==> src/rtl/sdram_arb_pkg.sv <==
// Shared types and helpers for the SDRAM request arbiter.
// Holds the FSM encoding, default sizes and the round-robin search.
package sdram_arb_pkg;

    localparam int DEF_NUM_PORTS = 4;
    localparam int DEF_ADDR_W    = 24;
    localparam int DEF_DATA_W    = 16;
    localparam int DEF_TIMEOUT   = 1024;
    localparam int MAX_PORTS     = 8;
    localparam int RR_IDX_W      = 3;

    typedef enum logic [1:0] {
        IDLE,
        ISSUE,
        WAIT_BUSY,
        WAIT_DONE
    } arb_state_t;

    // First requester after 'last', wrapping at n; lowest offset wins.
    function automatic logic [RR_IDX_W-1:0] rr_search(
        input logic [MAX_PORTS-1:0] req,
        input logic [RR_IDX_W-1:0]  last,
        input int                   n
    );
        logic [RR_IDX_W-1:0] idx;
        int p;
        idx = last;
        for (int k = MAX_PORTS; k >= 1; k--) begin
            p = (int'(last) + k) % n;
            if (k <= n && req[p[RR_IDX_W-1:0]])
                idx = p[RR_IDX_W-1:0];
        end
        return idx;
    endfunction

endpackage

==> src/rtl/sdram_req_arbiter_if.sv <==
// Requester-side and controller-side signals of the arbiter.
// master: the arbiter itself; slave: requesters plus controller.
interface sdram_req_arbiter_if
    import sdram_arb_pkg::*;
#(
    parameter int NUM_PORTS = DEF_NUM_PORTS,
    parameter int ADDR_W    = DEF_ADDR_W,
    parameter int DATA_W    = DEF_DATA_W
);
    logic [NUM_PORTS-1:0]        REQ;
    logic [NUM_PORTS-1:0]        REQ_WE;
    logic [NUM_PORTS*ADDR_W-1:0] REQ_ADR;
    logic [NUM_PORTS*DATA_W-1:0] REQ_WDATA;
    logic [NUM_PORTS-1:0]        ACK;
    logic                        ERR;
    logic [DATA_W-1:0]           RDATA;
    logic [NUM_PORTS-1:0]        GNT;
    logic [ADDR_W-1:0]           MC_ADR_IN;
    logic [DATA_W-1:0]           MC_DIN;
    logic [DATA_W-1:0]           MC_DOUT;
    logic                        MC_RE_IN;
    logic                        MC_WE_IN;
    logic                        MC_RDY;

    modport master (
        input  REQ, REQ_WE, REQ_ADR, REQ_WDATA,
        input  MC_DOUT, MC_RDY,
        output ACK, ERR, RDATA, GNT,
        output MC_ADR_IN, MC_DIN, MC_RE_IN, MC_WE_IN
    );

    modport slave (
        output REQ, REQ_WE, REQ_ADR, REQ_WDATA,
        output MC_DOUT, MC_RDY,
        input  ACK, ERR, RDATA, GNT,
        input  MC_ADR_IN, MC_DIN, MC_RE_IN, MC_WE_IN
    );

endinterface

==> src/rtl/sdram_rr_pick.sv <==
// Combinational round-robin selector.
// Search begins one past the last granted port.
module sdram_rr_pick
    import sdram_arb_pkg::*;
#(
    parameter int NUM_PORTS = DEF_NUM_PORTS,
    parameter int IDX_W     = $clog2(NUM_PORTS)
) (
    input  logic [NUM_PORTS-1:0] i_req,
    input  logic [IDX_W-1:0]     i_last,
    output logic                 o_vld,
    output logic [IDX_W-1:0]     o_idx
);
    logic [MAX_PORTS-1:0] w_req;
    logic [RR_IDX_W-1:0]  w_idx;

    always_comb begin
        w_req = '0;
        w_req[NUM_PORTS-1:0] = i_req;
    end

    assign w_idx = rr_search(w_req, RR_IDX_W'(i_last), NUM_PORTS);
    assign o_idx = w_idx[IDX_W-1:0];
    assign o_vld = |i_req;

endmodule

==> src/rtl/sdram_req_arbiter.sv <==
// Round-robin multi-port front end for the single-word SDRAM
// controller, with a per-phase watchdog on the RDY handshake.
module sdram_req_arbiter
    import sdram_arb_pkg::*;
#(
    parameter int NUM_PORTS = DEF_NUM_PORTS,
    parameter int ADDR_W    = DEF_ADDR_W,
    parameter int DATA_W    = DEF_DATA_W,
    parameter int TIMEOUT   = DEF_TIMEOUT
) (
    input  logic                CLK,
    input  logic                RST,
    sdram_req_arbiter_if.master bus
);
    localparam int IDX_W = $clog2(NUM_PORTS);
    localparam int CNT_W = $clog2(TIMEOUT + 1);

    arb_state_t           r_state;
    arb_state_t           w_state_nxt;
    logic [IDX_W-1:0]     r_owner;
    logic [IDX_W-1:0]     r_last;
    logic                 r_we;
    logic [ADDR_W-1:0]    r_adr;
    logic [DATA_W-1:0]    r_din;
    logic [DATA_W-1:0]    r_rdata;
    logic [NUM_PORTS-1:0] r_ack;
    logic [NUM_PORTS-1:0] r_gnt;
    logic                 r_err;
    logic [CNT_W-1:0]     r_cnt;

    logic             w_pick_vld;
    logic [IDX_W-1:0] w_pick_idx;
    logic             w_grant;
    logic             w_strobe;
    logic             w_done;
    logic             w_tmo;
    logic             w_cnt_clr;
    logic             w_cnt_inc;
    logic             w_cnt_last;

    sdram_rr_pick #(
        .NUM_PORTS (NUM_PORTS),
        .IDX_W     (IDX_W)
    ) u_pick (
        .i_req  (bus.REQ),
        .i_last (r_last),
        .o_vld  (w_pick_vld),
        .o_idx  (w_pick_idx)
    );

    assign w_cnt_last = (r_cnt == CNT_W'(TIMEOUT - 1));

    always_comb begin
        w_state_nxt = r_state;
        w_grant     = 1'b0;
        w_strobe    = 1'b0;
        w_done      = 1'b0;
        w_tmo       = 1'b0;
        w_cnt_clr   = 1'b0;
        w_cnt_inc   = 1'b0;
        unique case (r_state)
            // No new grant while ACK is out, so a held REQ is not served twice.
            IDLE: begin
                if (w_pick_vld && !(|r_ack)) begin
                    w_grant     = 1'b1;
                    w_state_nxt = ISSUE;
                end
            end
            ISSUE: begin
                if (bus.MC_RDY) begin
                    w_strobe    = 1'b1;
                    w_cnt_clr   = 1'b1;
                    w_state_nxt = WAIT_BUSY;
                end
            end
            WAIT_BUSY: begin
                if (!bus.MC_RDY) begin
                    w_cnt_clr   = 1'b1;
                    w_state_nxt = WAIT_DONE;
                end else begin
                    w_cnt_inc = 1'b1;
                    if (w_cnt_last) begin
                        w_tmo       = 1'b1;
                        w_state_nxt = IDLE;
                    end
                end
            end
            WAIT_DONE: begin
                if (bus.MC_RDY) begin
                    w_done      = 1'b1;
                    w_state_nxt = IDLE;
                end else begin
                    w_cnt_inc = 1'b1;
                    if (w_cnt_last) begin
                        w_tmo       = 1'b1;
                        w_state_nxt = IDLE;
                    end
                end
            end
            default: w_state_nxt = IDLE;
        endcase
    end

    always_ff @(posedge CLK or posedge RST) begin
        if (RST) begin
            r_state <= IDLE;
            r_owner <= '0;
            r_last  <= IDX_W'(NUM_PORTS - 1);
            r_we    <= 1'b0;
            r_adr   <= '0;
            r_din   <= '0;
            r_rdata <= '0;
            r_ack   <= '0;
            r_gnt   <= '0;
            r_err   <= 1'b0;
            r_cnt   <= '0;
        end else begin
            r_state <= w_state_nxt;
            r_ack   <= '0;
            r_err   <= 1'b0;
            if (w_grant) begin
                r_owner <= w_pick_idx;
                r_we    <= bus.REQ_WE[w_pick_idx];
                r_adr   <= bus.REQ_ADR[int'(w_pick_idx)*ADDR_W +: ADDR_W];
                r_din   <= bus.REQ_WDATA[int'(w_pick_idx)*DATA_W +: DATA_W];
                r_gnt   <= NUM_PORTS'(1) << w_pick_idx;
            end
            if (w_done || w_tmo) begin
                r_ack  <= NUM_PORTS'(1) << r_owner;
                r_err  <= w_tmo;
                r_gnt  <= '0;
                r_last <= r_owner;
            end
            if (w_done && !r_we)
                r_rdata <= bus.MC_DOUT;
            if (w_cnt_clr)
                r_cnt <= '0;
            else if (w_cnt_inc && r_cnt != CNT_W'(TIMEOUT))
                r_cnt <= r_cnt + 1'b1;
        end
    end

    assign bus.ACK       = r_ack;
    assign bus.ERR       = r_err;
    assign bus.RDATA     = r_rdata;
    assign bus.GNT       = r_gnt;
    assign bus.MC_ADR_IN = r_adr;
    assign bus.MC_DIN    = r_din;
    assign bus.MC_RE_IN  = w_strobe & ~r_we;
    assign bus.MC_WE_IN  = w_strobe & r_we;

endmodule

==> src/flat_wrapper.sv <==
// flat-port wrapper written by rule: the top's interface ports become plain ports
module sdram_req_arbiter_flat import sdram_arb_pkg::*;
#(
    parameter int NUM_PORTS = DEF_NUM_PORTS,
    parameter int ADDR_W    = DEF_ADDR_W,
    parameter int DATA_W    = DEF_DATA_W,
    parameter int TIMEOUT   = DEF_TIMEOUT
)
  (CLK, RST, bus_REQ, bus_REQ_WE, bus_REQ_ADR, bus_REQ_WDATA, bus_MC_DOUT, bus_MC_RDY, bus_ACK, bus_ERR, bus_RDATA, bus_GNT, bus_MC_ADR_IN, bus_MC_DIN, bus_MC_RE_IN, bus_MC_WE_IN);
  sdram_req_arbiter_if #(.NUM_PORTS(NUM_PORTS), .ADDR_W(ADDR_W), .DATA_W(DATA_W)) bus_i ();
  input  logic CLK;
  input  logic RST;
  input wire logic [$bits(bus_i.REQ)-1:0] bus_REQ;
  input wire logic [$bits(bus_i.REQ_WE)-1:0] bus_REQ_WE;
  input wire logic [$bits(bus_i.REQ_ADR)-1:0] bus_REQ_ADR;
  input wire logic [$bits(bus_i.REQ_WDATA)-1:0] bus_REQ_WDATA;
  input wire logic [$bits(bus_i.MC_DOUT)-1:0] bus_MC_DOUT;
  input wire logic [$bits(bus_i.MC_RDY)-1:0] bus_MC_RDY;
  output wire logic [$bits(bus_i.ACK)-1:0] bus_ACK;
  output wire logic [$bits(bus_i.ERR)-1:0] bus_ERR;
  output wire logic [$bits(bus_i.RDATA)-1:0] bus_RDATA;
  output wire logic [$bits(bus_i.GNT)-1:0] bus_GNT;
  output wire logic [$bits(bus_i.MC_ADR_IN)-1:0] bus_MC_ADR_IN;
  output wire logic [$bits(bus_i.MC_DIN)-1:0] bus_MC_DIN;
  output wire logic [$bits(bus_i.MC_RE_IN)-1:0] bus_MC_RE_IN;
  output wire logic [$bits(bus_i.MC_WE_IN)-1:0] bus_MC_WE_IN;
  assign bus_i.REQ = bus_REQ;
  assign bus_i.REQ_WE = bus_REQ_WE;
  assign bus_i.REQ_ADR = bus_REQ_ADR;
  assign bus_i.REQ_WDATA = bus_REQ_WDATA;
  assign bus_i.MC_DOUT = bus_MC_DOUT;
  assign bus_i.MC_RDY = bus_MC_RDY;
  assign bus_ACK = bus_i.ACK;
  assign bus_ERR = bus_i.ERR;
  assign bus_RDATA = bus_i.RDATA;
  assign bus_GNT = bus_i.GNT;
  assign bus_MC_ADR_IN = bus_i.MC_ADR_IN;
  assign bus_MC_DIN = bus_i.MC_DIN;
  assign bus_MC_RE_IN = bus_i.MC_RE_IN;
  assign bus_MC_WE_IN = bus_i.MC_WE_IN;
  sdram_req_arbiter #(.NUM_PORTS(NUM_PORTS), .ADDR_W(ADDR_W), .DATA_W(DATA_W), .TIMEOUT(TIMEOUT)) u_core (.CLK(CLK), .RST(RST), .bus(bus_i));
endmodule
==> config.mk <==
export PLATFORM = sky130hd
export DESIGN_NAME = sdram_req_arbiter_flat
export DESIGN_NICKNAME = d
export VERILOG_FILES = /design/src/rtl/sdram_arb_pkg.sv /design/src/rtl/sdram_req_arbiter_if.sv /design/src/rtl/sdram_rr_pick.sv /design/src/rtl/sdram_req_arbiter.sv /design/src/flat_wrapper.sv
export SDC_FILE = /design/constraint.sdc
export NUM_CORES = 1
export LEC_CHECK = 0
export BUFFER_PORTS_ARGS = -buffer_cell sky130_fd_sc_hd__buf_4
export CAP_MARGIN = 20
export CORE_ASPECT_RATIO = 1.75
export CORE_MARGIN = 2
export CORE_UTILIZATION = 35
export DETAILED_ROUTE_END_ITERATION = 12
export PLACE_DENSITY = 0.65
export SETUP_SLACK_MARGIN = 0.1
export SLEW_MARGIN = 15
export SYNTH_ARGS = -nofsm -noshare
export SYNTH_HDL_FRONTEND = slang
export SYNTH_SLANG_ARGS = --single-unit
==> constraint.sdc <==
create_clock -name CLK -period 2.7 [get_ports CLK]
set_input_delay 0.27 -clock CLK [delete_from_list [all_inputs] [get_ports CLK]]
set_output_delay 0.27 -clock CLK [all_outputs]
set_load 0.01 [all_outputs]
==> summary.md <==
| Metric | Value |
|---|---|
| CP Cell Sequence | or4_1, a21oi_2, nand2_2, buf_4, a221oi_1, a31oi_1 |
| Initial drt markers | between 200 and 250 |
| Met1 Use GR | about a quarter |
| Fin crit share | a little over four fifths |
| Non-Filler Instances | 886 |
| Ant. Diodes | 0 |
| Synth top cells by count | 81 x dfrtp_1, 55 x nor2_1, 50 x nand3_1, 42 x a31oi_1, 42 x nand3b_1 |
| GRT Util Overall | about 23% |
| Maximum clock rate | about 440 MHz |
| Final hold vios | 0 |
| Share of layout cells above drive strength 1 | a little under half |
| Worst Setup Path Type | reg2reg |
| Area Overhead vs Synth | 50.7% |
| Sw frac | between 40% and 50% |
| Pwr/cell area | 1060 nW/um^2 |
| Slowest CP cell | or4_1 |
| Top cell type's share of synthesized area | between 40% and 50% |
| Setup crit end kind | flip-flop |
| Post-cts hold buffer count | 1 |
| Largest cells by area after synthesis | dfrtp_1 43%, nand3b_1 6.7%, a221oi_2 6.1% |
| Die width | 91.5 um |
| CTS tree | yes |
| Synth Area in Compound Gates | between 10% and 20% |
| Critical Path AT | between 2000 and 3000 ps |
| Area share of fa/ha/maj cells after synthesis | less than 1% |
| Detailed Place HPWL | between 10000 and 15000 um |
| Final net count | 897 |
| Sink Count | 83 |
| Yosys cell types | 52 |
| Main synth FF type | dfrtp_1 |
| Hold crit path type | in2reg |
| Crit-path max cell delay | approximately 550 ps |
| Seq cells post-synth | 83 |
| Setup Buffers After CTS | 0 |
| Max rail drop VDD | 0.389 mV |
| Main combinational cell family by area after synthesis | simple AND/OR/NAND/NOR gates |
| CTS Root Cell | clkbuf_16 |
| Xor and xnor area share after synthesis | between 1 and 1.5% |
| Met2 GRT Util | ~43% |
| Pleak | 0.00321 uW |
| Post-cts sizing count | 0 |
| Post-synthesis cell area | approximately 4700 um^2 |
| Vias in the first global route | between 4000 and 5000 |
| Layout Skew | between 9 and 10 ps |
| Placed insts | 870 |
| Vias per inst | about 5.5 |
| Setup tns final | 0 ps |
| Crit path required time | 2920 ps |
| Post-Syn Nets | approximately 660 |
| Cts bufs inserted | 9 |
| DRC | 0 |
| Syn avg cell area | roughly 9.9 um^2 |
| Most frequent cell after synthesis | dfrtp_1 |
| Met3 global-route usage | under 10% |
| GRT overflow | 0 |
| Core box area | about 13000 um^2 |
| Initial Util | between 30% and 40% |
| Switching pwr | around 3000 uW |
| Max-cap violations | 0 |
| Num rows | 56 |
| EDFF count, synth | 0 |
| Final RePlAce weighted congestion | a little over 0.9 |
| Final ANT Viol Nets | 0 |
| Yosys warnings | 0 |
| Die Area | 14400 um^2 |
| IO Count | ~250 |
| RSZ-0062 raised after global routing | no |
| Largest net degree at the start of global routing | 54 |
| Comb pwr share | approximately half |
| Yosys top cell by area | dfrtp_1 |
| Simple-Gate Fraction of Synth Area | a little under a quarter |
| Initial antenna violation count | 0 |
| Global-route wire length before repair | 25700 um |
| Longest Clk Path Bufs | 2 |
| IO buf count | 253 |
| Clock latency on the worst-skew pair | around 340 ps |
| Routed len/inst | between 15 and 20 um |
| Pint | 4500 uW |
| CTS clk-pin slew, worst paths | 70 ps |
| Min cycle time layout | 2280 ps |
| Rel. slew slack | about two fifths |
| Post-synthesis cell count | between 400 and 500 |
| Power share of the clock group | 18.9% |
| Async set-reset flop share out of synthesis | 100% |
| Status | finished, final reports clean |
| Die Y | 157 um |
| Measured slew at the worst slew-check pin | approximately 880 ps |
| Setup Viol. Count Final | 0 |
| Vias | roughly 4800 |
| Mux share of post-synthesis cell area | 4.96% |
| Register share of total power | 29.2% |
| Final slew viol count | 0 |
| Grt peak-use layer | met2 |
| Worst Path Max Fanout | 31 |
| Final WL | around 17000 um |
| Sequential share of the synthesized area | approximately 44% |
| TritonRoute pass-1 iters | 4 |
| Startpoint Class | flip-flop |
| H-tree levels | 3 |
| # fillers | about 1200 |
## critical path, delay by kind of cell (launching register included)
kind | cells | cell delay [ps]
AOI/OAI and AO/OA | 3 | 600
buffers and inverters | 1 | 350
DFF | 1 | 370
and+or+nand+nor | 2 | 820
## layout by cell type (no fill, tap or decap), drive strengths merged, types with 3 or more instances in the layout
cell and instances:
clkinv 3, inv 5, a22o 3, nor3 7
clkbuf 9, o21ai 7, nor4 4, nor2 56
a21oi 6, nand3b 42, nand2b 3, a221oi 41
mux2 18, and2 3, bufinv 3, and4 3
a31oi 42, xnor2 5, or3 3, nand2 21
nor3b 3, nand3 50, buf 266, dfrtp 81
mux2i 3
## final cells by class
cell class,instances,area [um^2],share of cell area (%)
Tap cell,174,218,3.08
Clock buffer,9,225,3.18
Multi-Input combinational cell,341,2350,33.3
Clock inverter,6,115,1.63
Inverter,6,23.8,0.336
Sequential cell,83,2080,29.4
Timing Repair Buffer,267,2060,29.1
## flip-flops by register name (all words and copies together) (netlist names)
| register | count |
|---|---|
| u_core.r_cnt | 11 |
| u_core.bus.RDATA | 16 |
| u_core.bus.ACK | 4 |
| u_core.r_we | 1 |
| u_core.r_state | 2 |
| u_core.bus.MC_DIN | 16 |
| u_core.r_last | 2 |
| u_core.bus.ERR | 1 |
| u_core.bus.MC_ADR_IN | 24 |
| u_core.bus.GNT | 4 |
| u_core.r_owner | 2 |
## stage by stage
| step | utilization [%] | setup slack [ps] | hold WS (ps) | power (uW) | instance area, um^2 |
|---|---|---|---|---|---|
| floorplan | - | 297 | 421 | 4540 | 4690 |
| global placement | 50.8 | 474 | 355 | 6030 | 6720 |
| detailed placement | 50.8 | 417 | 365 | 6130 | 6720 |
| CTS | 53.4 | 398 | 153 | 7580 | 7070 |
| global route | 53.4 | 275 | 146 | 8010 | 7070 |
| finish | 53.4 | 420 | 161 | 7510 | 7070 |
## metal layers
metal / wire [um] / up-vias
met5: 0 / -
met4: 527 / 0
met3: 1080 / 37
met2: 9400 / 218
met1: 6020 / 2328
li1: - / 2255
## worst paths after layout
check                      slack [ps]  cells past startpoint                        to               from
min                               160                      2       u_core.bus.RDATA[0]     bus_MC_DOUT[0]
max                               420                      6  u_core.bus.MC_ADR_IN[10]  u_core.bus.ACK[1]
max reg2reg                       420                      6  u_core.bus.MC_ADR_IN[10]  u_core.bus.ACK[1]
max in group asynchronous        1420                      4          u_core.r_last[1]                RST
min in group asynchronous         540                      3       u_core.bus.RDATA[6]                RST
min reg2reg                       490                      2         u_core.bus.GNT[0]  u_core.bus.GNT[0]
## power groups by stage
stage          Combinational, uW  Clock [uW]  Sequential [uW]
2_1_floorplan               2240           0             2300
3_3_place_gp                3850           0             2180
3_5_place_dp                3920           0             2210
4_1_cts                     3930        1460             2190
5_1_grt                     4240        1500             2270
6_report                    3900        1420             2190
## kinds of logic after synthesis
family,after synthesis
buf+inv,49
simple gates,203
mux,21
compound gates,109
fa+ha+maj,2
flops,83
xor+xnor,6
(Power assumes the default switching activity.)
